[src/rtl/delay_gate_net.sv]
// N-input AND/OR/XOR reduction gate whose result reaches out after a programmable delay (transport or inertial).
// Latency: dly+1 clock edges from an input change to out, in both modes.
// No backpressure: every cycle is accepted; narrow pulses are swallowed and counted in inertial mode.
module delay_gate_net #(
    parameter int WIDTH     = 2,
    parameter int OP        = 0,
    parameter int MAX_DELAY = 16,
    parameter int DW        = $clog2(MAX_DELAY)
) (
    input  logic             clock,
    input  logic             reset,
    input  logic [WIDTH-1:0] in,
    input  logic [DW-1:0]    dly,
    input  logic             mode,
    output logic             out,
    output logic             pending,
    output logic [7:0]       glitch_cnt
);

    logic                 g;
    logic [MAX_DELAY-1:1] hist_q, hist_d;
    logic [MAX_DELAY-1:0] taps;
    logic [DW-1:0]        cnt_q, cnt_d;
    logic                 out_q, out_d;
    logic                 mode_q, mode_d;
    logic [7:0]           glitch_q, glitch_d;

    always_comb begin
        case (OP)
            1:       g = |in;
            2:       g = ^in;
            default: g = &in;
        endcase
    end

    always_comb begin
        hist_d    = hist_q;
        hist_d[1] = g;
        for (int k = 2; k < MAX_DELAY; k++) begin
            hist_d[k] = hist_q[k-1];
        end
        // Tap 0 is the live gate value, so dly=0 gives a single-edge latency.
        taps     = {hist_q, g};
        out_d    = out_q;
        cnt_d    = cnt_q;
        glitch_d = glitch_q;
        mode_d   = mode;
        if (!mode) begin
            out_d = taps[dly];
            cnt_d = '0;
        end else if (!mode_q) begin
            // First inertial edge after a mode change: restart qualification, count nothing.
            cnt_d = '0;
        end else if (g == out_q) begin
            if (cnt_q != '0) begin
                cnt_d = '0;
                if (glitch_q != 8'hFF) glitch_d = glitch_q + 8'd1;
            end
        end else if (cnt_q >= dly) begin
            out_d = g;
            cnt_d = '0;
        end else begin
            cnt_d = cnt_q + DW'(1);
        end
    end

    always_ff @(posedge clock) begin
        if (reset) begin
            hist_q   <= '0;
            cnt_q    <= '0;
            out_q    <= 1'b0;
            mode_q   <= 1'b0;
            glitch_q <= '0;
        end else begin
            hist_q   <= hist_d;
            cnt_q    <= cnt_d;
            out_q    <= out_d;
            mode_q   <= mode_d;
            glitch_q <= glitch_d;
        end
    end

    assign out        = out_q;
    assign pending    = (cnt_q != '0);
    assign glitch_cnt = glitch_q;

endmodule
[config.mk]
export PLATFORM = sky130hd
export DESIGN_NAME = delay_gate_net
export DESIGN_NICKNAME = d
export VERILOG_FILES = /design/src/rtl/delay_gate_net.sv
export SDC_FILE = /design/constraint.sdc
export NUM_CORES = 1
export LEC_CHECK = 0
export CELL_PAD_IN_SITES_DETAIL_PLACEMENT = 1
export CELL_PAD_IN_SITES_GLOBAL_PLACEMENT = 1
export CORE_MARGIN = 10
export CORE_UTILIZATION = 40
export DETAILED_ROUTE_END_ITERATION = 10
export DONT_BUFFER_PORTS = 1
export PLACE_DENSITY = 0.73
export SLEW_MARGIN = 20
export SYNTH_ARGS = -nofsm -noshare
export SYNTH_HDL_FRONTEND = slang
export SYNTH_SLANG_ARGS = --single-unit
[constraint.sdc]
create_clock -name clock -period 4 [get_ports clock]
set_clock_uncertainty 0.1 [all_clocks]
set_input_delay 0.8 -clock clock [delete_from_list [all_inputs] [get_ports clock]]
set_output_delay 0.8 -clock clock [all_outputs]
set_load 0.01 [all_outputs]
==> run metrics, run 1 <==
FP Rows 21; # H-tree levels 2; dpl ws about 1600 ps; diode count 0; die height ~80 µm; first-pass GRT wire length about 5.0 mm; reg2reg setup slack roughly 1700 ps; Inst Count DP around 180; max frequency 420 MHz; Initial DRC Count just over 60; Vias 930; post-synth top area share 42.8%; Top FF cell, synth dfxtp_1; Initial Util roughly two fifths; WS Path Type reg -> out; most frequent cell after synthesis dfxtp_1; post-synthesis xor/xnor area fraction around 4.5%; CTS buffer count 5; drt drc 0; synth warn 0; CP startpoint kind register; main combinational cell family by area after synthesis simple AND/OR/NAND/NOR gates; Compound-Gate Fraction of Synth Area under 10%; Setup Total Neg Slack 0 ps; final hold vios 0; sequential area share after synthesis between 40% and 50%; Clock Latency Late Sink approximately 320 ps; number of synthesized flops with an enable pin 0; CP Max Fanout 5; post-route clock period utilization 59.6%; fraction of layout cells with a size suffix above 1 ~14%; Final Max Slew Viols 0; syn avg cell area between 9 and 10 µm²; Die W between 70 and 80 µm; Nets about 160; grt total ovfl 0; Worst Path Arrival between 1000 and 1500 ps; Clock Pin Slew Worst Setup and Hold Paths around 100 ps; Synth area leaders dfxtp_1, nor2b_1, ha_1; Adder-Cell Fraction of Synth Area under 10%; RSZ-0062 raised after global routing false; cell taking the most area after synthesis dfxtp_1; Pwr per Cell Area about 350 mW/mm²; Worst Hold Class reg -> reg; vias in the first global route around 1,000; Synth Net Count 152; aggregate global-route resource usage around a tenth; Worst setup EP type primary output; DR WL/cell between 15 and 20 µm; sw power ~0.11 mW; post-synthesis cell area 0.00136 mm²; Port Buffer Count 0; final worst setup slack around 1600 ps; largest net degree at the start of global routing 28; routability cong. 0.763; Distinct cells, synth 34; post_cts resized 0; I/O pin cnt 19; Area growth syn-to-layout 8.21%; core area 0.00331 mm²; Worst-Margin Slew 494 ps; multiplexer share of the synthesized area between 9 and 10%; combinational share of power approximately 4.5%; DRT Pass-1 Iters 4; share of power burned in registers a little under three fifths; Clock Power Share 38.7%; CTS tree built; # setup viols final 0; die area just over 0.006 mm²; cts hold-fix bufs 0; number of clock sinks 29; Net Sw Frac 21.8%; drt via density approximately 5.0; worst vdd ir 177 µV; Non-Filler Instances around 190; initial antenna violation count 0; post-route ant nets 0; Leak 0.574 nW; relative slew slack 66.2%; total of max-cap violations 0; Synth Instances 136; Post-Synth Simple-Gate Area between 20 and 30%; Internal between 0.4 and 0.5 mW; flops & latches, synth 29; CTS max path bufs 2; Final HPWL DP ~2.2 mm; status finished clean; CP Data Required Time a little over 3000 ps; min Tclk post-route 2380 ps; Async SR Flop Fraction 0%; synth cell count leaders dfxtp_1, nor2b_1, nor2_1, inv_1; Post-CTS Setup Bufs 0; root buffer cell clkbuf_4; total routed wirelength 2.86 mm
==> final cells by class <==
class | count | area, µm²
fill | 389 | 1840
multi-input combinational | 94 | 726
sequential | 29 | 581
clock buffer | 7 | 65.1
tap | 46 | 57.6
inverter | 9 | 33.8
clock inverter | 1 | 5.00
==> sequential cells by signal, indices dropped and copies added, names as in the netlist <==
name and count:
mode_q 1, glitch_cnt 8, cnt_q 4, hist_q 15
out 1
==> per-stage QoR <==
step	hold slack, ps	util, %	instance area, µm²	power, mW
after CTS	366	44.3	1470	0.526
after detailed placement	352	42.2	1400	0.323
after global placement	348	42.2	1400	0.322
after global routing	380	44.3	1470	0.543
final	364	44.3	1470	0.517
after floorplan	332	-	1360	0.324
==> power by group through the flow <==
stage	logic [mW]	clock network [mW]	registers [mW]
floorplan	0.0242	0	0.299
global placement	0.0223	0	0.300
detailed placement	0.0233	0	0.300
CTS	0.0235	0.209	0.293
global route	0.0266	0.223	0.294
finish	0.0235	0.200	0.293
==> cells in the final DEF (no fill, tap or decap), types with 2 or more instances in the layout <==
cell,Yosys,final
nor2_1,14,14
and3_1,3,3
xor2_1,4,4
nand3_1,7,7
o21a_1,3,3
mux2i_1,4,4
xnor2_1,3,3
a21oi_1,4,4
nand2_1,6,6
inv_1,9,9
nor3_1,2,2
clkbuf_8,0,2
nand4_1,2,2
mux4_2,3,3
dfxtp_1,29,29
nor2b_1,16,16
clkbuf_4,0,5
ha_1,7,7
==> worst paths after layout <==
| kind | start | to | depth (start not counted) |
|---|---|---|---|
| setup reg to reg | cnt_q[0]$_SDFFE_PP0P_ | glitch_cnt[5]$_SDFFE_PP0P_ | 7 |
| hold / removal | hist_q[7]$_SDFF_PP0_ | hist_q[8]$_SDFF_PP0_ | 1 |
| setup / recovery | cnt_q[0]$_SDFFE_PP0P_ | pending | 4 |
| hold reg to reg | hist_q[7]$_SDFF_PP0_ | hist_q[8]$_SDFF_PP0_ | 1 |
==> logic make-up after synthesis <==
group                      Yosys count
buffers and inverters               13
AOI/OAI and AO/OA                   14
DFF                                 29
and+or+nand+nor                     58
xor gates and xnor gates             7
adders and majority gates            7
muxes                                8
==> worst max-delay path, cell delays in order, from the launching register on <==
cell and delay [ps]:
dfxtp_1 370, inv_1 110, ha_1 150, nor3b_2 380, inv_1 150
==> layer usage <==
metal | vias up | track usage [%] | share of wire, %
li1 | 474 | - | -
met1 | 440 | 11.3 | 44
met2 | 14 | 15.9 | 46
met3 | 2 | 5.81 | 8.2
met4 | 0 | 3.76 | 0.87
met5 | - | 0 | 0
Note: power is estimated with default switching activity, not from simulation.
==> run 2: changes to the inputs <==
- clock period: 4 -> 2.2 ns (I/O delays scaled with it)
==> run metrics, run 2 (same netlist as run 1, synthesis figures left out) <==
Leak 0.588 nW; Initial Util between 40 and 50%; Final Max Slew Viols 0; CP max-delay cell dfxtp_1; CTS tree built; grt total ovfl 0; post-route ant nets 0; number of clock sinks 29; Initial DRC Count 39; first-pass GRT wire length about 4.8 mm; Worst-Margin Slew between 400 and 500 ps; FF-to-FF End glitch_cnt[5]$_SDFFE_PP0P_; max incr delay on CP a little over 400 ps; final hold vios 0; Inst Count DP between 150 and 200; Clock Latency Late Sink between 300 and 400 ps; DR WL/cell about 16 µm; drt drc 0; total routed wirelength a little under 3 mm; total of max-cap violations 0; aggregate global-route resource usage around a tenth; drt via density 5.07; CP startpoint kind register; CTS buffer count 5; routability cong. around 0.81; Worst Hold Class in -> reg; post_cts resized 0; root buffer cell clkbuf_4; RSZ-0062 raised after global routing false; Worst Reg2Reg Path Length in Cells 7; worst hold stages 1; CP Max Fanout 5; worst r2r src cnt_q[0]$_SDFFE_PP0P_; final worst setup slack around 180 ps; Clock Pin Slew Worst Setup and Hold Paths 90 ps; fraction of layout cells with a size suffix above 1 between 10% and 20%; critical path's top delay family simple AND/OR/NAND/NOR gates; status finished clean; Die W between 70 and 80 µm; FP Rows 21; initial antenna violation count 0; worst vdd ir between 300 and 400 µV; I/O pin cnt 19; Nets about 160; max frequency 495 MHz; die height about 78 µm; Port Buffer Count 0; hold wc startpoint reset; core area about 0.0033 mm²; Area growth syn-to-layout 10.2%; Largest register FFs 15; Setup Total Neg Slack 0 ps; Worst setup EP type register; WS Path Type reg -> reg; Final HPWL DP around 2.3 mm; CP Data Required Time between 2000 and 2500 ps; min Tclk post-route between 2000 and 2500 ps; most common cell after layout, fill and taps aside dfxtp_1; CTS max path bufs 2; DRT Pass-1 Iters 4; dpl ws 166 ps; post-route clock period utilization 91.8%; Non-Filler Instances about 190; CP startpoint cnt_q[0]$_SDFFE_PP0P_; WP buf/inv 1; Vias about 960; largest net degree at the start of global routing 28; critical-path cell list inv_1, ha_1, nor3b_2, nor4_4, and2_4, nand4_2, mux2_4; # setup viols final 0; Largest Register hist_q; cts hold-fix bufs 0; die area between 0.006 and 0.007 mm²; reg2reg setup slack 180 ps; vias in the first global route slightly below 1,000; relative slew slack 72.2%; Post-CTS Setup Bufs 0; WHS Endpoint hist_q[2]$_SDFF_PP0_; Pwr per Cell Area roughly 600 mW/mm²; # H-tree levels 2; most frequent cells in the layout dfxtp_1, nor2b_1, nor2_1; Worst Path Arrival ~2100 ps; diode count 0
-- run 2: changes by cell type in the layout (fill, tap and decap cells not counted), sizes merged --
cell | before | now
buf | 0 | 4
clkinv | 1 | 0
-- run 2: worst max-delay path by stage --
stage | end | slack (ps) | cells after the start
after floorplan | glitch_cnt[5]$_SDFFE_PP0P_ | 190 | 7
after global placement | cnt_q[0]$_SDFFE_PP0P_ | 230 | 7
after detailed placement | cnt_q[0]$_SDFFE_PP0P_ | 170 | 7
after CTS | cnt_q[0]$_SDFFE_PP0P_ | 130 | 7
after global routing | out$_SDFFE_PP0P_ | 3 | 7
final | glitch_cnt[5]$_SDFFE_PP0P_ | 180 | 7
-- run 2: metal layers --
| layer | GRT usage [%] | part of all wire, % | wire (µm) |
|---|---|---|---|
| met5 | 0 | 0 | 0 |
| met1 | 10.9 | 43 | 1260 |
| met2 | 15.5 | 46 | 1370 |
| met3 | 5.47 | 8.6 | 254 |
| met4 | 4.84 | 2.1 | 61 |
-- run 2: power by group --
group	internal, mW	switching (mW)	total [mW]
Combinational	0.0223	0.0226	0.0449
Clock	0.151	0.171	0.322
Sequential	0.529	0.00464	0.534
Total	0.702	0.198	0.900
-- run 2: area by class of cell --
type	instances	area, µm²
Tap cell	46	57.6
Inverter	9	33.8
Timing Repair Buffer	4	30.0
Fill cell	398	1820
Clock buffer	7	55.1
Multi-Input combinational cell	94	738
Sequential cell	29	581
-- run 2: worst register-to-register path: stages, from the launching register on --
cell     delay (ps)
dfxtp_1         410
inv_1            90
ha_1            200
nor3b_2         190
nor4_4          300
and2_4          210
nand4_2         110
mux2_4          300
-- run 2: stage by stage --
stage | hold WS (ps) | power (mW) | utilization (%) | cell area (µm²)
after floorplan | 332 | 0.588 | - | 1360
after global placement | 348 | 0.586 | 43.1 | 1430
after detailed placement | 359 | 0.588 | 43.1 | 1430
after CTS | 49.4 | 0.919 | 44.8 | 1480
after global routing | 43.5 | 0.952 | 45.2 | 1500
final | 77.3 | 0.900 | 45.2 | 1500
==> run 3: changes to the inputs <==
- clock period: 2.2 -> 2.4 ns (I/O delays scaled with it)
==> run metrics, run 3 (same netlist as run 1, synthesis figures left out) <==
RSZ-0062 raised after global routing false; Worst-Margin Slew 399 ps; CP Data Required Time 2530 ps; Final Max Slew Viols 0; cts hold-fix bufs 0; most frequent cells in the layout dfxtp_1, nor2b_1, nor2_1; Clock Pin Slew Worst Setup and Hold Paths ~100 ps; Initial DRC Count 47; final worst setup slack 294 ps; Area after DPL roughly 0.0014 mm²; Pwr per Cell Area ~640 mW/mm²; dpl ws approximately 290 ps; Worst Path Arrival 2240 ps; Initial Util between 40 and 50%; worst vdd ir roughly 270 µV; Die W 78.2 µm; initial antenna violation count 0; vias in the first global route a little over 1,000; Nets about 160; post_cts resized 0; number of clock sinks 29; Largest Register hist_q; max incr delay on CP 460 ps; Critical Path Stages 7; worst hold stages 1; critical path's top delay family compound AO/OA/AOI/OAI gates; Setup Total Neg Slack 0 ps; I/O pin cnt 19; largest net degree at the start of global routing 28; die height between 70 and 80 µm; DRT Pass-1 Iters 4; hold wc startpoint reset; min Tclk post-route roughly 2100 ps; WS Path Type reg -> reg; Worst Reg2Reg Path Length in Cells 7; Final HPWL DP roughly 2.3 mm; Post-CTS Setup Bufs 0; fraction of layout cells with a size suffix above 1 between 10 and 15%; overall power about 0.95 mW; CTS tree built; die area slightly above 0.006 mm²; FP Rows 21; # setup viols final 0; worst r2r src cnt_q[0]$_SDFFE_PP0P_; # H-tree levels 2; final core utilization 45.0%; most common cell after layout, fill and taps aside dfxtp_1; CP Max Fanout 5; Leak between 0.5 and 0.6 nW; post-route cell area ~0.0015 mm²; grt total ovfl 0; root buffer cell clkbuf_4; CTS max path bufs 2; post-route ant nets 0; CP max-delay cell a2111oi_2; critical-path cell list inv_1, ha_1, nand2b_1, a2111oi_2, nor4b_2, mux2i_1, a311oi_1; drt drc 0; status finished clean; Vias slightly below 1,000; Area growth syn-to-layout 9.87%; DR WL/cell 16.0 µm; diode count 0; Port Buffer Count 0; first-pass GRT wire length 5.06 mm; CTS buffer count 5; relative slew slack 73.3%; max frequency roughly 470 MHz; aggregate global-route resource usage approximately a tenth; routability cong. roughly 0.79; final hold vios 0; WP buf/inv 1; fill count about 400; post-route clock period utilization just under 90%; Worst Hold Class in -> reg; total routed wirelength 2.98 mm; drt via density 5.19; core area approximately 0.0033 mm²; Clock Latency Late Sink ~330 ps; CP startpoint cnt_q[0]$_SDFFE_PP0P_; total of max-cap violations 0; Largest register FFs 15; Worst setup EP type register; CP startpoint kind register
==> run 3: changes by cell type in the layout (fill, tap and decap cells not counted) <==
cell,previous run,this run
a2111oi_2,0,1
bufinv_16,0,1
a2111oi_4,1,0
buf_4,4,1
==> run 3: area by class of cell <==
cell class	instances	area, µm²	area share, %
Clock inverter	1	30.0	2.02
Inverter	9	33.8	2.27
Clock buffer	7	55.1	3.69
Sequential cell	29	581	39.0
Timing Repair Buffer	1	7.51	0.504
Tap cell	46	57.6	3.86
Multi-Input combinational cell	94	726	48.7
==> run 3: power breakdown <==
| part | switching, mW | internal [mW] |
|---|---|---|
| combinational | 0.0204 | 0.0191 |
| sequential | 0.00396 | 0.485 |
| clock | 0.172 | 0.249 |
==> run 3: worst paths after layout <==
kind / end / slack (ps)
max reg2reg: out$_SDFFE_PP0P_ / 290
max: out$_SDFFE_PP0P_ / 290
min reg2reg: hist_q[2]$_SDFF_PP0_ / 360
min: hist_q[2]$_SDFF_PP0_ / 110
==> run 3: stage by stage <==
stage	hold slack [ps]	cells
floorplan	332	136
global placement	348	179
detailed placement	355	179
CTS	98.9	187
global route	93.0	187
finish	114	187
==> run 3: routing by layer <==
metal	up-vias	wire, µm	GRT usage [%]
li1	476	-	-
met1	470	1280	11.5
met3	4	227	5.13
met4	0	51	4.30
met2	20	1420	16.4
met5	-	0	0
